### src/rtl/stream_arbiter_multiplexer.sv
// N-to-1 packet-aware stream multiplexer with a registered output stage.
// A source is chosen by round-robin arbitration or by control_signals, and
// keeps the grant until the beat carrying in_last has been transferred.
//
// Handshake: a beat moves on any interface when valid && ready are both high
// in the same cycle. Valid never waits on ready. in_ready is one-hot or zero.
// It is a function of state, in_valid, control_signals and out_ready, and it
// never feeds back into itself.
module stream_arbiter_multiplexer #(
  parameter int NUM_OF_CONTROL_SIGNALS = 2,
  parameter int WIDTH                  = 32,
  parameter int ROUND_ROBIN            = 1,
  localparam int N  = 2 ** NUM_OF_CONTROL_SIGNALS,
  localparam int SW = (NUM_OF_CONTROL_SIGNALS > 0) ? NUM_OF_CONTROL_SIGNALS : 1
) (
  input  logic             clk,
  input  logic             reset,
  input  logic [SW-1:0]    control_signals,
  input  logic [N-1:0]     in_valid,
  input  logic [N-1:0]     in_last,
  input  logic [WIDTH-1:0] in_data [N-1:0],
  output logic [N-1:0]     in_ready,
  output logic             out_valid,
  output logic             out_last,
  output logic [WIDTH-1:0] out_data,
  output logic [SW-1:0]    out_source,
  input  logic             out_ready,
  output logic             dbg_state_o
);

  typedef enum logic {
    IDLE   = 1'b0,
    LOCKED = 1'b1
  } state_t;

  state_t           state_q;
  logic [SW-1:0]    lock_src_q;
  logic [SW-1:0]    rr_ptr_q;
  logic             out_valid_q;
  logic             out_last_q;
  logic [WIDTH-1:0] out_data_q;
  logic [SW-1:0]    out_source_q;

  logic             can_load;
  logic [SW-1:0]    rr_win;
  logic             rr_found;
  logic [SW-1:0]    rr_idx;
  logic [SW-1:0]    cand;
  logic             cand_valid;
  logic             grant;

  // The output register can take a new beat when empty or being drained.
  assign can_load = !out_valid_q || out_ready;

  // Round-robin search: first valid source upward from rr_ptr+1, wrapping.
  // With N a power of two, SW-bit arithmetic provides the wrap for free.
  always_comb begin
    rr_win   = '0;
    rr_found = 1'b0;
    rr_idx   = '0;
    if (N == 1) begin
      rr_found = in_valid[0];
    end else begin
      for (int i = 0; i < N; i++) begin
        rr_idx = rr_ptr_q + SW'(1) + SW'(i);
        if (!rr_found && in_valid[rr_idx]) begin
          rr_found = 1'b1;
          rr_win   = rr_idx;
        end
      end
    end
  end

  // Candidate selection: locked source mid-packet, otherwise the arbiter's pick.
  // In fixed mode an invalid selected source is not skipped.
  always_comb begin
    cand       = '0;
    cand_valid = 1'b0;
    if (state_q == LOCKED) begin
      cand       = lock_src_q;
      cand_valid = in_valid[lock_src_q];
    end else if (ROUND_ROBIN != 0) begin
      cand       = rr_win;
      cand_valid = rr_found;
    end else if (N > 1) begin
      cand       = control_signals;
      cand_valid = in_valid[control_signals];
    end else begin
      cand_valid = in_valid[0];
    end
  end

  // Reset gates the grant so no source is readied while the block is held.
  assign grant = cand_valid && can_load && !reset;

  // One-hot ready to the granted source only.
  always_comb begin
    in_ready = '0;
    if (grant) begin
      in_ready[cand] = 1'b1;
    end
  end

  // Packet FSM, arbitration pointer and output register in one sequential block.
  always_ff @(posedge clk) begin
    if (reset) begin
      state_q      <= IDLE;
      lock_src_q   <= '0;
      rr_ptr_q     <= SW'(N - 1);
      out_valid_q  <= 1'b0;
      out_last_q   <= 1'b0;
      out_data_q   <= '0;
      out_source_q <= '0;
    end else begin
      if (grant) begin
        out_valid_q  <= 1'b1;
        out_last_q   <= in_last[cand];
        out_data_q   <= in_data[cand];
        out_source_q <= cand;
        if (in_last[cand]) begin
          // Packet done: the next arbitration starts just past this source.
          state_q  <= IDLE;
          rr_ptr_q <= cand;
        end else begin
          state_q    <= LOCKED;
          lock_src_q <= cand;
        end
      end else if (out_ready) begin
        out_valid_q <= 1'b0;
      end
    end
  end

  assign out_valid   = out_valid_q;
  assign out_last    = out_last_q;
  assign out_data    = out_data_q;
  assign out_source  = out_source_q;
  assign dbg_state_o = logic'(state_q);

endmodule

### config.mk
export PLATFORM = sky130hd
export DESIGN_NAME = stream_arbiter_multiplexer
export DESIGN_NICKNAME = d
export VERILOG_FILES = /design/src/rtl/stream_arbiter_multiplexer.sv
export SDC_FILE = /design/constraint.sdc
export NUM_CORES = 1
export LEC_CHECK = 0
export CAP_MARGIN = 25
export CELL_PAD_IN_SITES_DETAIL_PLACEMENT = 1
export CELL_PAD_IN_SITES_GLOBAL_PLACEMENT = 1
export CORE_UTILIZATION = 24
export DETAILED_ROUTE_END_ITERATION = 16
export GPL_TIMING_DRIVEN = 0
export PLACE_DENSITY_LB_ADDON = 0.1
export SLEW_MARGIN = 20
export SYNTH_ARGS = -nofsm -noshare
export SYNTH_HDL_FRONTEND = slang
export SYNTH_SLANG_ARGS = --single-unit
### constraint.sdc
create_clock -name clk -period 2.6 [get_ports clk]
set_input_delay 0.52 -clock clk [delete_from_list [all_inputs] [get_ports clk]]
set_output_delay 0.52 -clock clk [all_outputs]
set_load 0.02 [all_outputs]
==> impl_metrics.toml, run 1 <==
[status]
outcome = "complete, but fails checks"
failed_checks = "setup timing"

[final_layout]
fin_util_pct = 45.8
nNetsFinal = 595
drive_gt1_share_pct = 13.2
syn_to_final_growth_pct = 86.6
final_cells = 591
diodes = 0

[clock_tree]
cts_tree = "built"
hold_buffers = 0
clock-sinks = 41
clk_latency_ns = 0.30
ctsRootBufferMaster = "clkbuf_8"
numCtsBuffers = 5
clk_pin_slew_ns = 0.09
clockBufferDepth = 2
htree_levels = 2

[route]
drt_iter0_drc = 104
num_vias = 2940
dr_wl_met3_um = 770
drt_wl_total_um = 10200
antenna_left = 0
highest_layer = "met4"
avgViaCountPerCell = 4.97
route.detailed.drc = 0
wire_per_inst_um = 17.3
firstDrtPassIters = 4
drt-met1-wl_um = 4030
met2_length_um = 5300

[global_routing]
grt_pass1_vias = 3087
grt_max_degree = 19
grtUsageTotal_pct = 18.7
grt_pass1_wl_um = 16200
antenna_found_initial = 0
globalRoute.totalOverflow = 0

[floorplanning]
die_x_um = 105
rows = 37
die_area_mm2 = 0.0109
io_pins = 182
core-area_mm2 = 0.0103
chipHeight_um = 105
initial_core_util_pct = 24.5

[min_path]
hold_depth = 2
hold_path_class = "reg -> reg"
hold_start = "out_source[0]"
min_to = "out_source[0]"

[sta]
fin_setup_tns_ns = -0.00679
drv_slew = 0
hold_viol = 0
setup_viol = 1
skew_ns = 0.00791
fin_ws_ns = -0.00679
slew_headroom_pct = 61.6
min_period_over_period_pct = 100
period_minus_slack_ns = 2.61
worstMarginPinSlew_ns = 0.576
rsz0062_at_grt = "true"
fmaxAchievable_ghz = 0.384

[setup_path]
path_max_fanout = 8
crit_type = "reg -> out"
crit_arrival_ns = 2.09
start_kind = "register"
r2r-start = "rr_ptr_q[0]"
r2r_cells = 9
cp.required_ns = 2.08
cp-end-kind = "output pin"
r2r_end = "out_data[14]"
r2r_setup_slack_ns = 0.17

[synth]
synth_fp_nets = 403
synthSimpleGateAreaFrac_pct = 14.0
synthAdderAreaFrac_pct = 0
synth_area_mm2 = 0.00252
ys.flop_type = "dfxtp_1"
seq_area_frac_synth_pct = 32.5
synth_compound_area_share_pct = 20.3
yosys.area_share.xor_xnor_pct = 0
synth_top_family_by_area = "multiplexers"
netlist_instances = 262
avgSynthCellArea_um2 = 9.63
synth-async-reset-ratio_pct = 0
synth.distinct_cells = 36
synthMuxAreaShare_pct = 27.1
synth_edf_count = 0
ys_ff_latch = 41
ys_warn_count = 0

[power]
cellPowerDensity_mw_per_mm2 = 928
finalPower_mw = 4.37
peakVddDrop_uv = 295
p_leak_nw = 1.98

[placement]
gp_congestion = 0.733
portBuffers = 178
dp.cells = 576
dp_hpwl_um = 7880

[run]
maxCapViolations = 0
[cell families after synthesis]
kind of cell	count (synthesis)
and+or+nand+nor	66
buffers and inverters	29
DFF	41
muxes	67
AOI/OAI and AO/OA	59
[power breakdown]
group | internal (mW) | switching (mW) | total [mW]
registers | 0.879 | 0.154 | 1.03
clock network | 0.241 | 0.242 | 0.482
logic | 1.41 | 1.44 | 2.85
[flip-flops by register name (all words and copies together) (netlist names)]
register	flops
out_last	1
out_source	2
rr_ptr_q	2
out_data	32
out_valid	1
dbg_state_o	1
lock_src_q	2
[worst max-delay path by stage]
stage	start	end	slack, ns	depth (start not counted)
2_1_floorplan	in_valid[2]	in_ready[0]	0.20	6
3_3_place_gp	in_valid[1]	in_ready[0]	-1.01	9
3_5_place_dp	in_valid[1]	in_ready[0]	-1.02	9
4_1_cts	in_valid[3]	in_ready[1]	0.0003	8
5_1_grt	rr_ptr_q[0]	in_ready[3]	-0.11	9
6_report	rr_ptr_q[0]	in_ready[3]	-0.007	9
[layout make-up]
| class | instances | area, um^2 |
|---|---|---|
| buffer | 22 | 139 |
| sequential | 41 | 823 |
| clock buffer | 7 | 96.3 |
| inverter | 6 | 22.5 |
| clock inverter | 1 | 5.00 |
| multi-input combinational | 192 | 1620 |
| timing repair buffer | 186 | 1830 |
| fill | 1202 | 5570 |
| tap | 136 | 170 |
[cells in the final DEF (no fill, tap or decap), drive strengths merged, types with 3 or more instances in the layout]
cell type,instances
a211oi,3
dfxtp,41
inv,6
o21ai,3
mux2i,66
clkbuf,14
clkdlybuf4s50,170
o221ai,35
nand2,7
nor2,10
nand3,33
a21oi,7
nand2b,4
buf,28
[through the flow]
step	cell area, um^2	setup slack (ns)	hold slack, ns
3_3_place_gp	4470	-1.01	0.445
5_1_grt	4710	-0.112	0.502
3_5_place_dp	4470	-1.02	0.465
2_1_floorplan	2520	0.201	0.470
6_report	4710	-0.00679	0.474
4_1_cts	4630	0.000287	0.475
[Yosys cell counts, drive strengths merged, types with 2 or more instances]
| master | count | area share (%) |
|---|---|---|
| a211o | 2 | 0.69 |
| a211oi | 3 | 0.89 |
| a21oi | 7 | 1.4 |
| a22o | 2 | 0.69 |
| buf | 17 | 4.3 |
| clkbuf | 6 | 0.89 |
| dfxtp | 41 | 33 |
| inv | 6 | 0.89 |
| mux2i | 66 | 26 |
| nand2 | 7 | 1.0 |
| nand2b | 4 | 0.99 |
| nand3 | 33 | 6.5 |
| nand3b | 2 | 0.60 |
| nor2 | 10 | 1.5 |
| nor2b | 2 | 0.50 |
| nor4 | 2 | 1.1 |
| o21ai | 3 | 0.60 |
| o221ai | 35 | 12 |
| or4 | 2 | 0.60 |
[critical path: stages, from the launching register on]
cell,delay [ns]
dfxtp_2,0.33
buf_6,0.11
or3b_4,0.39
o2111ai_4,0.12
a32oi_4,0.16
buf_6,0.14
buf_6,0.12
nand2b_4,0.15
nor2_1,0.10
buf_4,0.15
[what timing repair did]
action	4_1_cts	5_1_grt
setup endpoints to repair	34	33
pin swaps	3	2
gates resized for setup	35	23
buffers inserted	3	5
[metal layers]
metal | GRT usage, % | vias up
met4 | 4.59 | 0
met5 | 0 | -
met1 | 21.5 | 1416
met3 | 5.64 | 9
met2 | 33.7 | 102
li1 | - | 1413
No activity file was read; power rests on OpenSTA's default activity.
==> run 2, diff against run 1 <==
--- a/config.mk
+++ b/config.mk
@@ -12,6 +12,7 @@
 export DETAILED_ROUTE_END_ITERATION = 16
 export GPL_TIMING_DRIVEN = 0
 export PLACE_DENSITY_LB_ADDON = 0.1
+export REMOVE_ABC_BUFFERS = 1
 export SLEW_MARGIN = 20
 export SYNTH_ARGS = -nofsm -noshare
 export SYNTH_HDL_FRONTEND = slang
==> run 2 against run 1 <==
Compared with the run above: the flow now finishes without violations; final area is 0.48% lower; register-to-register slack hardly changed; clock power is 2% lower; combinational power is 2% higher; via count is 3.4% lower; sequential share of layout area is 0.084 points higher; worst setup slack better by 0.087 ns; largest power group unchanged.
==> impl_metrics.toml, run 2 (synthesis results as in run 1) <==
[setup_path]
path_max_fanout = 7
cp.required_ns = 2.08
path_cells = "clkdlybuf4s15_2 -> or4_4 -> nor2_4 -> nor4_4 -> buf_6 -> nand2b_4 -> nor2_1 -> buf_4"
start_kind = "input pin"
r2r_cells = 9
r2r_setup_slack_ns = 0.16
crit_arrival_ns = 2.00
crit_slowest_cell = "or4_4"
cp-end-kind = "output pin"
r2r-start = "rr_ptr_q[0]"
r2r_end = "out_data[26]"
slowest_delay_ns = 0.57
crit_type = "in -> out"

[final_layout]
final_common_cell = "clkdlybuf4s50_1"
fillers = 1191
fin_area_mm2 = 0.00468
nNetsFinal = 578
diodes = 0
final_cell_mix = "clkdlybuf4s50_1, mux2i_1, dfxtp_1, o221ai_1, nand3_1"
fin_util_pct = 45.6
syn_to_final_growth_pct = 85.7
drive_gt1_share_pct = 10.7
largest_reg_flops = 32

[floorplanning]
core-area_mm2 = 0.0103
die_area_mm2 = 0.0109
rows = 37
die_x_um = 105
initial_core_util_pct = 24.5
io_pins = 182
chipHeight_um = 105

[min_path]
hold_depth = 2
min_to = "out_source[0]"
hold_path_class = "reg -> reg"
hold_start = "out_source[0]"

[global_routing]
grtUsageTotal_pct = 17.6
grt_max_degree = 38
grt_pass1_wl_um = 15200
grt_pass1_vias = 2986
globalRoute.totalOverflow = 0
antenna_found_initial = 0

[power]
intPower_mw = 2.61
p_comb_share_pct = 65.8
seqPwrFrac_pct = 23.5
peakVddDrop_uv = 439
power.net_switching_mw = 1.81
cellPowerDensity_mw_per_mm2 = 944
clkPwrFrac_pct = 10.7
sw_frac_of_total_pct = 40.9
p_leak_nw = 1.98

[sta]
drv_slew = 0
hold_slack_ns = 0.464
fmaxAchievable_ghz = 0.397
slew_headroom_pct = 45.0
period_minus_slack_ns = 2.52
min_period_over_period_pct = 96.9
hold_viol = 0
fin_ws_ns = 0.0801
setup_viol = 0
skew_ns = 0.00747
rsz0062_at_grt = "true"
worstMarginPinSlew_ns = 0.822

[placement]
place_area_mm2 = 0.00451
gp_congestion = 0.718
dp_hpwl_um = 7300
portBuffers = 179
dp_worst_setup_slack_ns = -0.893

[clock_tree]
clk_pin_slew_ns = 0.09
ctsRootBufferMaster = "clkbuf_8"
htree_levels = 2
cts_tree = "built"
numCtsBuffers = 5
clk_latency_ns = 0.29
clock-sinks = 41
hold_buffers = 0
clockBufferDepth = 2

[status]
outcome = "finished clean"

[route]
firstDrtPassIters = 4
drt_wl_total_um = 9770
num_vias = 2841
antenna_left = 0
drt_iter0_drc = 66
route.detailed.drc = 0
avgViaCountPerCell = 4.95
wire_per_inst_um = 17.0

[run]
maxCapViolations = 0
[run 2: repair_timing]
item	CTS	global route
buffers inserted	5	2
endpoints found under the hold margin	0	0
setup endpoints to repair	44	41
pin swaps	4	0
gates resized for setup	30	11
[run 2: layer usage]
metal	GRT usage, %	vias up	part of all wire, %
met5	0	-	0
met4	3.88	0	1.2
met3	5.70	8	6.8
met2	31.5	96	51
met1	20.1	1360	41
li1	-	1377	-
[run 2: worst max-delay path by stage]
stage | cells after the start | to | from
after floorplan | 4 | in_ready[0] | in_valid[2]
after global placement | 6 | in_ready[0] | in_valid[2]
after detailed placement | 8 | in_ready[1] | in_valid[0]
after CTS | 6 | in_ready[1] | reset
after global routing | 7 | out_data[29] | in_valid[1]
final | 8 | in_ready[2] | in_valid[2]
[run 2: power by group through the flow]
stage          Sequential, mW  Clock (mW)  Combinational, mW
2_1_floorplan            1.29           0               1.36
3_3_place_gp             1.03           0               2.68
3_5_place_dp             1.04           0               2.86
4_1_cts                  1.03       0.499               2.93
5_1_grt                  1.07       0.521               3.11
6_report                 1.04       0.474               2.91
[run 2: worst max-delay path, delay by kind of cell]
| kind | cells | cell delay (ns) |
|---|---|---|
| buffers and inverters | 3 | 0.56 |
| and+or+nand+nor | 5 | 0.90 |
[run 2: per-stage QoR]
stage	setup TNS [ns]	cells	power, mW
global route	-0.0118	574	4.70
finish	0	574	4.42
global placement	-92.11	554	3.71
CTS	0	573	4.46
detailed placement	-21.53	560	3.90
floorplan	-34.33	239	2.65
[run 2: cell type report]
class,count,area [um^2],area share [%]
Sequential cell,41,823,17.6
Clock buffer,7,96.3,2.06
Inverter,6,22.5,0.481
Tap cell,136,170,3.63
Clock inverter,1,5.00,0.107
Timing Repair Buffer,191,1970,42.0
Multi-Input combinational cell,192,1600,34.1
